<file path="config.mk">
export PLATFORM = sky130hd
export DESIGN_NAME = jstk2_spi_frame
export DESIGN_NICKNAME = d
export VERILOG_FILES = /design/src/rtl/jstk2_spi_frame.sv
export SDC_FILE = /design/constraint.sdc
export NUM_CORES = 1
export LEC_CHECK = 0
export CORE_MARGIN = 4
export CORE_UTILIZATION = 49
export CTS_CLUSTER_SIZE = 40
export DETAILED_ROUTE_END_ITERATION = 7
export PLACE_DENSITY = 0.82
export SLEW_MARGIN = 5
export SYNTH_ARGS = -nofsm -noshare
export SYNTH_HDL_FRONTEND = slang
export SYNTH_SLANG_ARGS = --single-unit
</file>
<file path="constraint.sdc">
create_clock -name clk -period 2.05 [get_ports clk]
set_input_delay 0.205 -clock clk [delete_from_list [all_inputs] [get_ports clk]]
set_output_delay 0.205 -clock clk [all_outputs]
set_load 0.02 [all_outputs]
</file>
<file path="src/rtl/jstk2_spi_frame.sv">
// Purpose: SPI mode-0 master running one PmodJSTK2 5-byte frame per start; decodes X, Y and buttons.
// Latency: ss_n falls the cycle after start; done pulses SS_SETUP+80*CLK_DIV+4*BYTE_GAP+SS_HOLD cycles later.
// Backpressure: start is ignored while busy; a start in the done cycle is accepted (back-to-back frames).
//
// Ports: clk/rst_n (async active-low), start/rgb request side, busy/done status,
//        x_pos/y_pos/buttons decoded joystick state (updated only at frame end),
//        ss_n/sclk/mosi/miso PmodJSTK2 pins (miso already synchronous to clk).
// Build option: JSTK2_LED_CMD_EN defined sends 0x84,R,G,B,0x00; undefined sends five 0x00 bytes.
module jstk2_spi_frame #(
    parameter int CLK_DIV  = 12,
    parameter int SS_SETUP = 180,
    parameter int BYTE_GAP = 120,
    parameter int SS_HOLD  = 300
) (
    input  logic        clk,
    input  logic        rst_n,
    input  logic        start,
    input  logic [23:0] rgb,
    output logic        busy,
    output logic        done,
    output logic [9:0]  x_pos,
    output logic [9:0]  y_pos,
    output logic [1:0]  buttons,
    output logic        ss_n,
    output logic        sclk,
    output logic        mosi,
    input  logic        miso
);

    // One shared delay counter, wide enough for the largest interval it has to time.
    localparam int MAX_AB = (CLK_DIV > SS_SETUP) ? CLK_DIV : SS_SETUP;
    localparam int MAX_CD = (BYTE_GAP > SS_HOLD) ? BYTE_GAP : SS_HOLD;
    localparam int MAXP   = (MAX_AB > MAX_CD) ? MAX_AB : MAX_CD;
    localparam int CW     = $clog2(MAXP) + 1;

    typedef enum logic [2:0] {
        S_IDLE,
        S_SETUP,
        S_SHIFT,
        S_GAP,
        S_HOLD
    } state_t;

    state_t        state;
    logic [CW-1:0] cnt;
    logic          phase_hi;
    logic [2:0]    bit_idx;
    logic [2:0]    byte_idx;
    logic [7:0]    tx_sr;
    logic [39:0]   rx_sr;
    logic [7:0]    load_byte;

`ifdef JSTK2_LED_CMD_EN
    logic [23:0] rgb_q;
    logic [2:0]  load_idx;

    // Byte about to be loaded: byte 0 when leaving SETUP, the next one when leaving GAP.
    always_comb begin
        load_idx  = (state == S_GAP) ? byte_idx + 3'd1 : 3'd0;
        load_byte = 8'h00;
        case (load_idx)
            3'd0:    load_byte = 8'h84;
            3'd1:    load_byte = rgb_q[23:16];
            3'd2:    load_byte = rgb_q[15:8];
            3'd3:    load_byte = rgb_q[7:0];
            default: load_byte = 8'h00;
        endcase
    end
`else
    logic unused_rgb;
    assign unused_rgb = ^rgb;
    assign load_byte  = 8'h00;
`endif

    always_ff @(posedge clk or negedge rst_n) begin
        if (!rst_n) begin
            state    <= S_IDLE;
            cnt      <= '0;
            phase_hi <= 1'b0;
            bit_idx  <= 3'd0;
            byte_idx <= 3'd0;
            tx_sr    <= 8'h00;
            rx_sr    <= 40'h0;
            busy     <= 1'b0;
            done     <= 1'b0;
            ss_n     <= 1'b1;
            sclk     <= 1'b0;
            mosi     <= 1'b0;
            x_pos    <= 10'd0;
            y_pos    <= 10'd0;
            buttons  <= 2'd0;
`ifdef JSTK2_LED_CMD_EN
            rgb_q    <= 24'h0;
`endif
        end else begin
            done <= 1'b0;
            case (state)
                S_IDLE: begin
                    ss_n <= 1'b1;
                    sclk <= 1'b0;
                    mosi <= 1'b0;
                    if (start) begin
                        state    <= S_SETUP;
                        cnt      <= '0;
                        byte_idx <= 3'd0;
                        busy     <= 1'b1;
                        ss_n     <= 1'b0;
`ifdef JSTK2_LED_CMD_EN
                        rgb_q    <= rgb;
`endif
                    end
                end
                S_SETUP, S_GAP: begin
                    if ((state == S_SETUP && cnt == CW'(SS_SETUP - 1)) ||
                        (state == S_GAP   && cnt == CW'(BYTE_GAP - 1))) begin
                        if (state == S_GAP)
                            byte_idx <= byte_idx + 3'd1;
                        state    <= S_SHIFT;
                        cnt      <= '0;
                        phase_hi <= 1'b0;
                        bit_idx  <= 3'd0;
                        tx_sr    <= load_byte;
                        mosi     <= load_byte[7];
                    end else begin
                        cnt <= cnt + 1'b1;
                    end
                end
                S_SHIFT: begin
                    // First high cycle is where the slave's bit is taken.
                    if (phase_hi && cnt == '0)
                        rx_sr <= {rx_sr[38:0], miso};
                    if (cnt == CW'(CLK_DIV - 1)) begin
                        cnt <= '0;
                        if (!phase_hi) begin
                            phase_hi <= 1'b1;
                            sclk     <= 1'b1;
                        end else begin
                            phase_hi <= 1'b0;
                            sclk     <= 1'b0;
                            if (bit_idx == 3'd7) begin
                                mosi  <= 1'b0;
                                state <= (byte_idx == 3'd4) ? S_HOLD : S_GAP;
                            end else begin
                                bit_idx <= bit_idx + 3'd1;
                                mosi    <= tx_sr[6];
                                tx_sr   <= {tx_sr[6:0], 1'b0};
                            end
                        end
                    end else begin
                        cnt <= cnt + 1'b1;
                    end
                end
                S_HOLD: begin
                    if (cnt == CW'(SS_HOLD - 1)) begin
                        state   <= S_IDLE;
                        cnt     <= '0;
                        busy    <= 1'b0;
                        done    <= 1'b1;
                        ss_n    <= 1'b1;
                        // Receive order Xlo,Xhi,Ylo,Yhi,BTN; upper bits of hi bytes are dropped.
                        x_pos   <= {rx_sr[25:24], rx_sr[39:32]};
                        y_pos   <= {rx_sr[9:8],   rx_sr[23:16]};
                        buttons <= rx_sr[1:0];
                    end else begin
                        cnt <= cnt + 1'b1;
                    end
                end
                default: state <= S_IDLE;
            endcase
        end
    end

endmodule

</file>
Word-level counts from Yosys, hierarchy flattened

Index checks and enable logic that the tools add are counted.

Register bits after elaboration: 94
Bits of input ports: 28
Output and inout bits: 27
Word-level logic and storage cells: 104

Add/sub/neg operators: 3
Eq/ne operators: 18
Multiplexer cells: 44
Reduce and logical (&&, ||, !) cells: 24

Operators with widths:

| operator                | count |
|---|---|
| $mux W3                 | 14 |
| $mux W10                | 4 |
| $pmux W10 S4            | 1 |
| $mux W7                 | 4 |
| $ne A2 B2 Y1 const B    | 8 |
| $pmux W7 S2             | 1 |
| $mux W1                 | 12 |
| $pmux W3 S2             | 2 |
| $pmux W3 S4             | 1 |
| $add A10 B1 Y10 const B | 1 |
| $eq A10 B4 Y1 const B   | 1 |
| $eq A10 B7 Y1 const B   | 1 |
| $eq A10 B8 Y1 const B   | 1 |
| $eq A10 B9 Y1 const B   | 1 |
| $logic_not A10 Y1       | 1 |
| $reduce_and A2 Y1       | 5 |
| $eq A3 B3 Y1 const B    | 3 |
| $pmux W1 S2             | 4 |
| $reduce_and A4 Y1       | 2 |
| $reduce_bool A2 Y1      | 4 |
| $add A3 B1 Y3 const B   | 2 |
| $eq A3 B2 Y1 const B    | 2 |
| $reduce_and A3 Y1       | 2 |
| $reduce_and A6 Y1       | 1 |
| 9 further kinds         | 11 |

Longest topological paths before layout

Gate-level depths: netlist (run 1).

Depth after elaboration: 6
Gate-level depth with buffers: 7
Mapped depth without buffers: 6

Worst setup path before layout (run 1)

OpenSTA, ideal clock, no wires.

Kind: reg-to-reg
Start: reg cnt[2]
End: reg bit_idx[0]
Library setup time: 0.127 ns
Data arrival time: 2.087 ns
Required time: 1.923 ns
Setup slack: -0.164 ns
Cell stages (with the launch flop): 7
Buffers on the path: 1
Clock period less this slack: 2.214 ns
Cell sequence: dfrtp_1 > buf_6 > or4b_4 > a2111o_1 > a21oi_2 > o21a_4 > mux2_1

Word-level cells in the longest chain between the ends: 5
Elaborated cells on any way between the ends: 9
Classes of those cells: eq/ne: 5; reduce/logical: 4

RTL lines:

| element                                        | line     | RTL |
|---|---|---|
| start, declared                                | 45       | `logic [CW-1:0] cnt;` |
| start signal, assigned                         | 125      | `cnt <= cnt + 1'b1;` |
| start signal, assigned                         | 150      | `cnt <= cnt + 1'b1;` |
| start signal, assigned                         | 165      | `cnt <= cnt + 1'b1;` |
| $eq A10 B8 Y1 or $eq A10 B7 Y1 (tied branches) | 114, 115 |  |
| $logic_and A1 B1 Y1, on equally long branches  | 114, 115 |  |
| $logic_or A1 B1 Y1                             | 114      | `if ((state == S_SETUP && cnt == CW'(SS_SETUP - 1)) \|\|` |
| $ne A2 B2 Y1 (no line)                         | n/a      |  |
| $reduce_and A5 Y1 (no line) *                  | n/a      |  |
| end signal, assigned                           | 144      | `bit_idx <= bit_idx + 3'd1;` |
| end, declared                                  | 47       | `logic [2:0] bit_idx;` |

Mark *: on every way between the ends. The rest lies on a longest branch, timed or not.
A chain may end at the register's enable or synchronous reset.

Worst setup path after layout (run 1)

Start: reg cnt[0]
End: reg bit_idx[0]

The elaborated chain is that of the path after synthesis.

==> metrics.md, run 1 <==
| Metric | Value |
|---|---|
| Crit path max fanout | `3` |
| Die area | `~0.0095 mm^2` |
| Gr ovfl total | `0` |
| Die Y | `a little under 100 um` |
| Layout Cells excl Fill | `between 400 and 500` |
| WP data arrival | `between 2 and 2.5 ns` |
| Most frequent cells in the layout | `dfrtp_1 (82), mux2_2 (41), buf_4 (30), clkdlybuf4s50_1 (28), mux2_4 (23)` |
| # diodes | `0` |
| Synth Cell Area | `just under 0.004 mm^2` |
| CP Class | `flip-flop to flip-flop` |
| Status | `finished, violations left` |
| Vias | `about 2600` |
| Yosys cell types | `57` |
| Critical Path, Cell by Cell | `ha_2, or4b_4, a2111o_1, a21oi_2, o21a_4, mux2_4` |
| Initial core utilization | `0.506` |
| DRT antenna net count | `0` |
| Number of global-route vias before repair | `2760` |
| I/O Buffers | `29` |
| Post-route setup slack | `-0.131 ns` |
| Die Wd | `around 100 um` |
| # nets final | `405` |
| Worst path slowest cell | `or4b_4` |
| Register area share after synthesis | `0.548` |
| TritonCTS clock tree | `done` |
| Htree depth | `3` |
| Violated checks | `setup timing` |
| Clock-pin slew on the worst setup and hold paths | `0.10 ns` |
| Fin crit period | `about 2.2 ns` |
| Total GRT Usage | `0.174` |
| Max Cap Viol | `0` |
| Initial antenna violation count | `0` |
| Drc violations | `0` |
| 1st-pass router iterations | `5` |
| Final instance area | `between 0.004 and 0.005 mm^2` |
| Finished Core Util | `0.634` |
| Top Ports | `55` |
| Endpoint class of the critical path | `flip-flop` |
| CP peak stage delay | `roughly 0.48 ns` |
| Mapped Nets | `340` |
| Max-slew violation count | `0` |
| RePlAce Congestion | `~0.88` |
| Final setup TNS | `-3.35 ns` |
| Worst rel slew slack | `0.640` |
| Share of cells above drive strength 1 | `0.392` |
| Routed len/inst | `roughly 17 um` |
| DPL Wire Length | `about 5300 um` |
| Unrepaired setup endpoints after global routing | `yes` |
| Final hold vios | `0` |
| Placed cell count | `452` |
| WP data required | `2.29 ns` |
| CTS Sinks | `86` |
| Synth Instances | `305` |
| # rows | `32` |
| Static leakage | `2.31 nW` |
| Via density | `5.46` |
| Min Hold Slack | `0.429 ns` |
| Power Dens Cells | `slightly above 800 mW/mm^2` |
| CTS root buf | `clkbuf_8` |
| Post-Route WL | `~8100 um` |
| Achievable Freq | `between 400 and 500 MHz` |
| Commonest non-fill, non-tap cell in the layout | `dfrtp_1` |
| Clock Skew | `0.0166 ns` |
| Ys Warns | `0` |
| Crit path launch type | `flip-flop` |
| Seq cells post-synth | `86` |
| Max clock buf depth | `2` |
| Worst-margin pin slew | `approximately 0.54 ns` |
| Num CTS Buffers | `9` |
| Hold WC Path Type | `input port to asynchronous set/reset pin` |
| Largest net degree at the start of global routing | `45` |
| Period Utilization, post-route | `1.06` |
| Worst skew pair latency | `about 0.36 ns` |
| Synth Area per Inst | `around 13 um^2` |
| Placed Instance Area | `between 0.004 and 0.005 mm^2` |
| First-pass GRT wire length | `~13000 um` |
| Total core area | `0.00777 mm^2` |
| Max IR drop VDD | `471 uV` |
| DR iter-0 viols | `around 160` |
| Count of final setup violators | `36` |
| Area Overhead vs Synth | `25.4%` |
==> worst paths after layout <==
kind | end | depth (start not counted) | slack (ns) | startpoint
max | bit_idx[0] | 6 | -0.13 | cnt[0]
min | x_pos[2] | 2 | 0.43 | rst_n
max reg2reg | bit_idx[0] | 6 | -0.13 | cnt[0]
min reg2reg | rx_sr[5] | 1 | 0.50 | rx_sr[4]
max in group asynchronous | ss_n | 3 | 0.95 | rst_n
min in group clk | rx_sr[0] | 2 | 0.46 | miso
==> cell type report <==
class	count	area [um^2]
well taps	102	128
clock inverters	6	72.6
flip-flops and latches	86	2160
repair buffers	68	652
inverters	12	45.0
fillers	563	2840
clock buffers	10	138
multi-input cells	193	1730
==> sequential cells by signal, indices dropped and copies added, names as in the netlist <==
signal    count
cnt          10
x_pos        10
rx_sr        40
state         3
busy          1
sclk          1
byte_idx      3
y_pos        10
phase_hi      1
done          1
ss_n          1
buttons       2
bit_idx       3
==> Yosys cell counts, drive strengths merged <==
master | n | area share
ha | 7 | 0.022
a22o | 1 | 0.0022
nor2b | 1 | 0.0016
a2bb2oi | 1 | 0.0022
conb | 1 | 0.00095
or3b | 1 | 0.0022
o31ai | 1 | 0.0019
buf | 11 | 0.022
mux2 | 64 | 0.20
nor2 | 14 | 0.019
o22a | 1 | 0.0022
dfrtp | 85 | 0.54
a21oi | 8 | 0.011
dfstp | 1 | 0.0067
o22ai | 1 | 0.0016
o32a | 1 | 0.0029
or4b | 3 | 0.0096
a2111oi | 1 | 0.0038
o211ai | 4 | 0.0076
o21ai | 16 | 0.020
or3 | 1 | 0.0016
o21a | 2 | 0.0057
nand3 | 4 | 0.0064
a2111o | 1 | 0.0029
xnor2 | 2 | 0.0045
nor3 | 8 | 0.010
a21o | 2 | 0.0038
nand4b | 1 | 0.0022
or4 | 1 | 0.0019
clkbuf | 5 | 0.0048
mux2i | 3 | 0.0076
nand2 | 21 | 0.020
a211o | 1 | 0.0022
xor2 | 1 | 0.0022
nand2b | 2 | 0.0032
nor3b | 1 | 0.0019
o21bai | 1 | 0.0019
or2 | 1 | 0.0016
nor4 | 3 | 0.0064
inv | 12 | 0.011
a31oi | 2 | 0.0032
and4 | 1 | 0.0022
nand4 | 6 | 0.0096
==> metrics by stage <==
step                total power [mW]  setup WS (ns)
finish                          4.01         -0.131
global route                    4.19         -0.190
CTS                             3.97         -0.152
detailed placement              2.68         -0.160
global placement                2.63         -0.126
floorplan                       2.35         -0.110
==> worst max-delay path: cells and delay by family, from the launching register on <==
| family | cells | cell delay, ns |
|---|---|---|
| muxes | 1 | 0.29 |
| adders and majority gates | 1 | 0.20 |
| DFF | 1 | 0.38 |
| and+or+nand+nor | 1 | 0.48 |
| AOI/OAI and AO/OA | 3 | 0.71 |
==> power by group <==
group	leakage (nW)	total (mW)	internal, mW	switching, mW
Clock	0.104	1.26	0.614	0.646
Sequential	1.16	1.92	1.80	0.119
Combinational	1.04	0.823	0.400	0.423
Total	2.31	4.01	2.82	1.19
==> timing repair <==
item                                   in CTS  in global routing
buffers inserted                            4                  2
gates resized for setup                     9                 25
hold buffers                                1                  0
pin swaps                                   7                 13
setup endpoints to repair                  38                 41
endpoints found under the hold margin      42                  0
gates cloned                                1                  1
==> routing by layer <==
| layer | share of wire | vias up | GRT usage | wire length, um |
|---|---|---|---|---|
| li1 | - | 1219 | - | - |
| met1 | 0.45 | 1325 | 0.223 | 3620 |
| met2 | 0.50 | 54 | 0.288 | 4100 |
| met3 | 0.036 | 8 | 0.0337 | 292 |
| met4 | 0.014 | 0 | 0.0724 | 111 |
| met5 | 0 | - | 0 | 0 |
==> cell families after synthesis <==
group / Yosys count / synth area share
DFF: 86 / 0.548
and+or+nand+nor: 69 / 0.100
muxes: 67 / 0.207
AOI/OAI and AO/OA: 44 / 0.0758
buffers and inverters: 28 / 0.0385
adders and majority gates: 7 / 0.0223
xor gates and xnor gates: 3 / 0.00669
other: 1 / 0.000955
No activity file was read; power rests on OpenSTA's default activity.
==> inputs of run 2 (changes only) <==
--- a/config.mk
+++ b/config.mk
@@ -6,7 +6,7 @@
 export NUM_CORES = 1
 export LEC_CHECK = 0
 export CORE_MARGIN = 4
-export CORE_UTILIZATION = 49
+export CORE_UTILIZATION = 52
 export CTS_CLUSTER_SIZE = 40
 export DETAILED_ROUTE_END_ITERATION = 7
 export PLACE_DENSITY = 0.82
==> constraint.sdc (replaced) <==
create_clock -name clk -period 2.6 [get_ports clk]
set_input_delay 0.26 -clock clk [delete_from_list [all_inputs] [get_ports clk]]
set_output_delay 0.26 -clock clk [all_outputs]
set_load 0.02 [all_outputs]
==> run 2 against run 1 <==
Effect of this change:
- count of clock-buffer cells in the layout down 1
- sequential power decreased by 21%
- largest power group unchanged
- worst setup slack improved by 0.38 ns
- combinational power fell by 43%
- critical endpoint unchanged
- the flow now finishes without violations
- non-clock buffer count is 26 lower
- largest cell class unchanged
- highest routed layer unchanged
==> metrics.md, run 2 (synthesis gave the netlist of run 1 again) <==
| Metric | Value |
|---|---|
| Drc violations | `0 (unchanged)` |
| CP Class | `flip-flop to flip-flop (unchanged)` |
| GR Util met3 | `0.0271 (was 0.0337)` |
| Initial core utilization | `0.539 (was 0.506)` |
| Final hold vios | `0 (unchanged)` |
| WP data required | `2.83 ns (was 2.29 ns)` |
| DRT antenna net count | `0 (unchanged)` |
| Vias | `2457 (was 2606)` |
| Hold WC Path Type | `input port to asynchronous set/reset pin (unchanged)` |
| # rows | `31 (was 32)` |
| Max Cap Viol | `0 (unchanged)` |
| Achievable Freq | `425 MHz (was 458 MHz)` |
| Largest net degree at the start of global routing | `41 (was 45)` |
| Dpl ws | `0.288 ns (was -0.160 ns)` |
| Worst skew pair latency | `0.35 ns (was 0.36 ns)` |
| Power Dens Cells | `658 mW/mm^2 (was 813 mW/mm^2)` |
| Max-slew violation count | `0 (unchanged)` |
| Share of cells above drive strength 1 | `0.301 (was 0.392)` |
| DR iter-0 viols | `136 (was 156)` |
| Multi-input combinational cell area | `0.00162 mm^2 (was 0.00173 mm^2)` |
| Gr ovfl total | `0 (unchanged)` |
| Post-Route WL | `7160 um (was 8120 um)` |
| Final setup TNS | `0 ns (was -3.35 ns)` |
| Die area | `0.00901 mm^2 (was 0.00951 mm^2)` |
| Endpoint class of the critical path | `flip-flop (unchanged)` |
| M1 GR Usage | `0.225 (was 0.223)` |
| Status | `finished, final reports clean (was finished, violations left)` |
| Fin crit period | `2.35 ns (was 2.18 ns)` |
| Num CTS Buffers | `9 (unchanged)` |
| TritonCTS clock tree | `done (unchanged)` |
| Worst-margin pin slew | `0.716 ns (was 0.540 ns)` |
| Die Wd | `94.9 um (was 97.5 um)` |
| Initial antenna violation count | `0 (unchanged)` |
| Max IR drop VDD | `254 uV (was 471 uV)` |
| Layout fillers | `542 (was 563)` |
| DPL Wire Length | `4830 um (was 5320 um)` |
| Static leakage | `2.14 nW (was 2.31 nW)` |
| Count of final setup violators | `0 (was 36)` |
| Placed Instance Area | `0.00434 mm^2 (was 0.00455 mm^2)` |
| WP data arrival | `2.58 ns (was 2.42 ns)` |
| Crit path max fanout | `9 (was 3)` |
| Crit path launch type | `flip-flop (unchanged)` |
| Unrepaired setup endpoints after global routing | `no (was yes)` |
| Postcts setup bufs | `0 (was 4)` |
| Htree depth | `3 (unchanged)` |
| Die Y | `94.9 um (was 97.5 um)` |
| Area Overhead vs Synth | `16.2% (was 25.4%)` |
| Total GRT Usage | `0.170 (was 0.174)` |
| Commonest non-fill, non-tap cell in the layout | `dfrtp_1 (unchanged)` |
| Storage cell area | `0.00215 mm^2 (was 0.00216 mm^2)` |
| CTS Sinks | `86 (unchanged)` |
| Routed len/inst | `16.1 um (was 17.0 um)` |
| Period Utilization, post-route | `0.904 (was 1.06)` |
| Total core area | `0.00729 mm^2 (was 0.00777 mm^2)` |
| Clock-pin slew on the worst setup and hold paths | `0.09 ns (was 0.10 ns)` |
| CTS root buf | `clkbuf_8 (unchanged)` |
| Clock Skew | `0.0119 ns (was 0.0166 ns)` |
| Max clock buf depth | `2 (unchanged)` |
| Number of global-route vias before repair | `2490 (was 2760)` |
| # nets final | `377 (was 405)` |
| I/O Buffers | `29 (unchanged)` |
| 1st-pass router iterations | `5 (unchanged)` |
| Via density | `5.52 (was 5.46)` |
| # diodes | `0 (unchanged)` |
| Final instance area | `0.00456 mm^2 (was 0.00493 mm^2)` |
| RePlAce Congestion | `0.886 (was 0.884)` |
| Post-route setup slack | `0.248 ns (was -0.131 ns)` |
| Most used routing layer | `met2 (unchanged)` |
| Top Ports | `55 (unchanged)` |
| Most frequent cells in the layout | `dfrtp_1 (85), mux2_2 (46), clkdlybuf4s50_1 (28), nand2_1 (21), mux2_4 (17) (was dfrtp_1 (82), mux2_2 (41), buf_4 (30), clkdlybuf4s50_1 (28), mux2_4 (23))` |
| Met2 usage | `0.281 (was 0.288)` |
| Max FFs per register | `40 (unchanged)` |
| Largest Register | `rx_sr (unchanged)` |
| First-pass GRT wire length | `12000 um (was 13300 um)` |
| Worst rel slew slack | `0.523 (was 0.640)` |
run 2: cell types whose count changed in the layout (fill, tap and decap cells not counted), sizes merged:
cell / previous run / this run
buf: 39 / 13
bufinv: 1 / 2
clkbuf: 10 / 9
inv: 16 / 15
nor2: 16 / 14
run 2: through the flow:
stage                     power [mW]  hold WS [ns]   util  std cells
final                           3.00         0.429  0.626        445
after global routing            3.14         0.461  0.626        445
after CTS                       3.02         0.427  0.626        445
after detailed placement        2.00         0.265  0.595        429
after global placement          1.97         0.262  0.595        429
after floorplan                 1.83       -0.0356      -        305
run 2: repair_timing:
action / 4_1_cts / 5_1_grt
endpoints found under the hold margin: 36 / 0
hold buffers: 1 / 0
resized for setup: 0 / 0
setup endpoints to repair: 0 / 0
run 2: final cells by class:
class | count | share of cell area
repair buffers | 42 | 0.0877
clock buffers | 9 | 0.0271
inverters | 12 | 0.00987
multi-input cells | 191 | 0.356
clock inverters | 6 | 0.0206
well taps | 99 | 0.0271
flip-flops and latches | 86 | 0.472
run 2: worst paths after layout:
check                                   to       from  slack, ns  cells after the start
worst max-delay path            bit_idx[0]     cnt[6]       0.25                      5
worst min-delay path              x_pos[0]      rst_n       0.43                      2
worst min register to register   rx_sr[30]  rx_sr[29]       0.50                      1
worst max register to register  bit_idx[0]     cnt[6]       0.25                      5
max in group asynchronous        rx_sr[28]      rst_n       1.47                      3
min in group clk                 rx_sr[30]  rx_sr[29]       0.50                      1
run 2: power by group:
group / internal [mW] / switching [mW]
Clock: 0.546 / 0.481
Combinational: 0.204 / 0.267
Sequential: 1.42 / 0.0852
run 2: layer usage:
layer | vias to the layer above | wire (um)
li1 | 1159 | -
met5 | - | 0
met2 | 38 | 3690
met1 | 1250 | 3180
met4 | 0 | 90
met3 | 10 | 189
run 2: worst max-delay path, cell delays in order, from the launching register on:
cell and delay (ns):
dfrtp_1 0.50, or4b_4 0.57, a2111o_1 0.48, a21oi_2 0.20
o21a_4 0.18, mux2_1 0.32
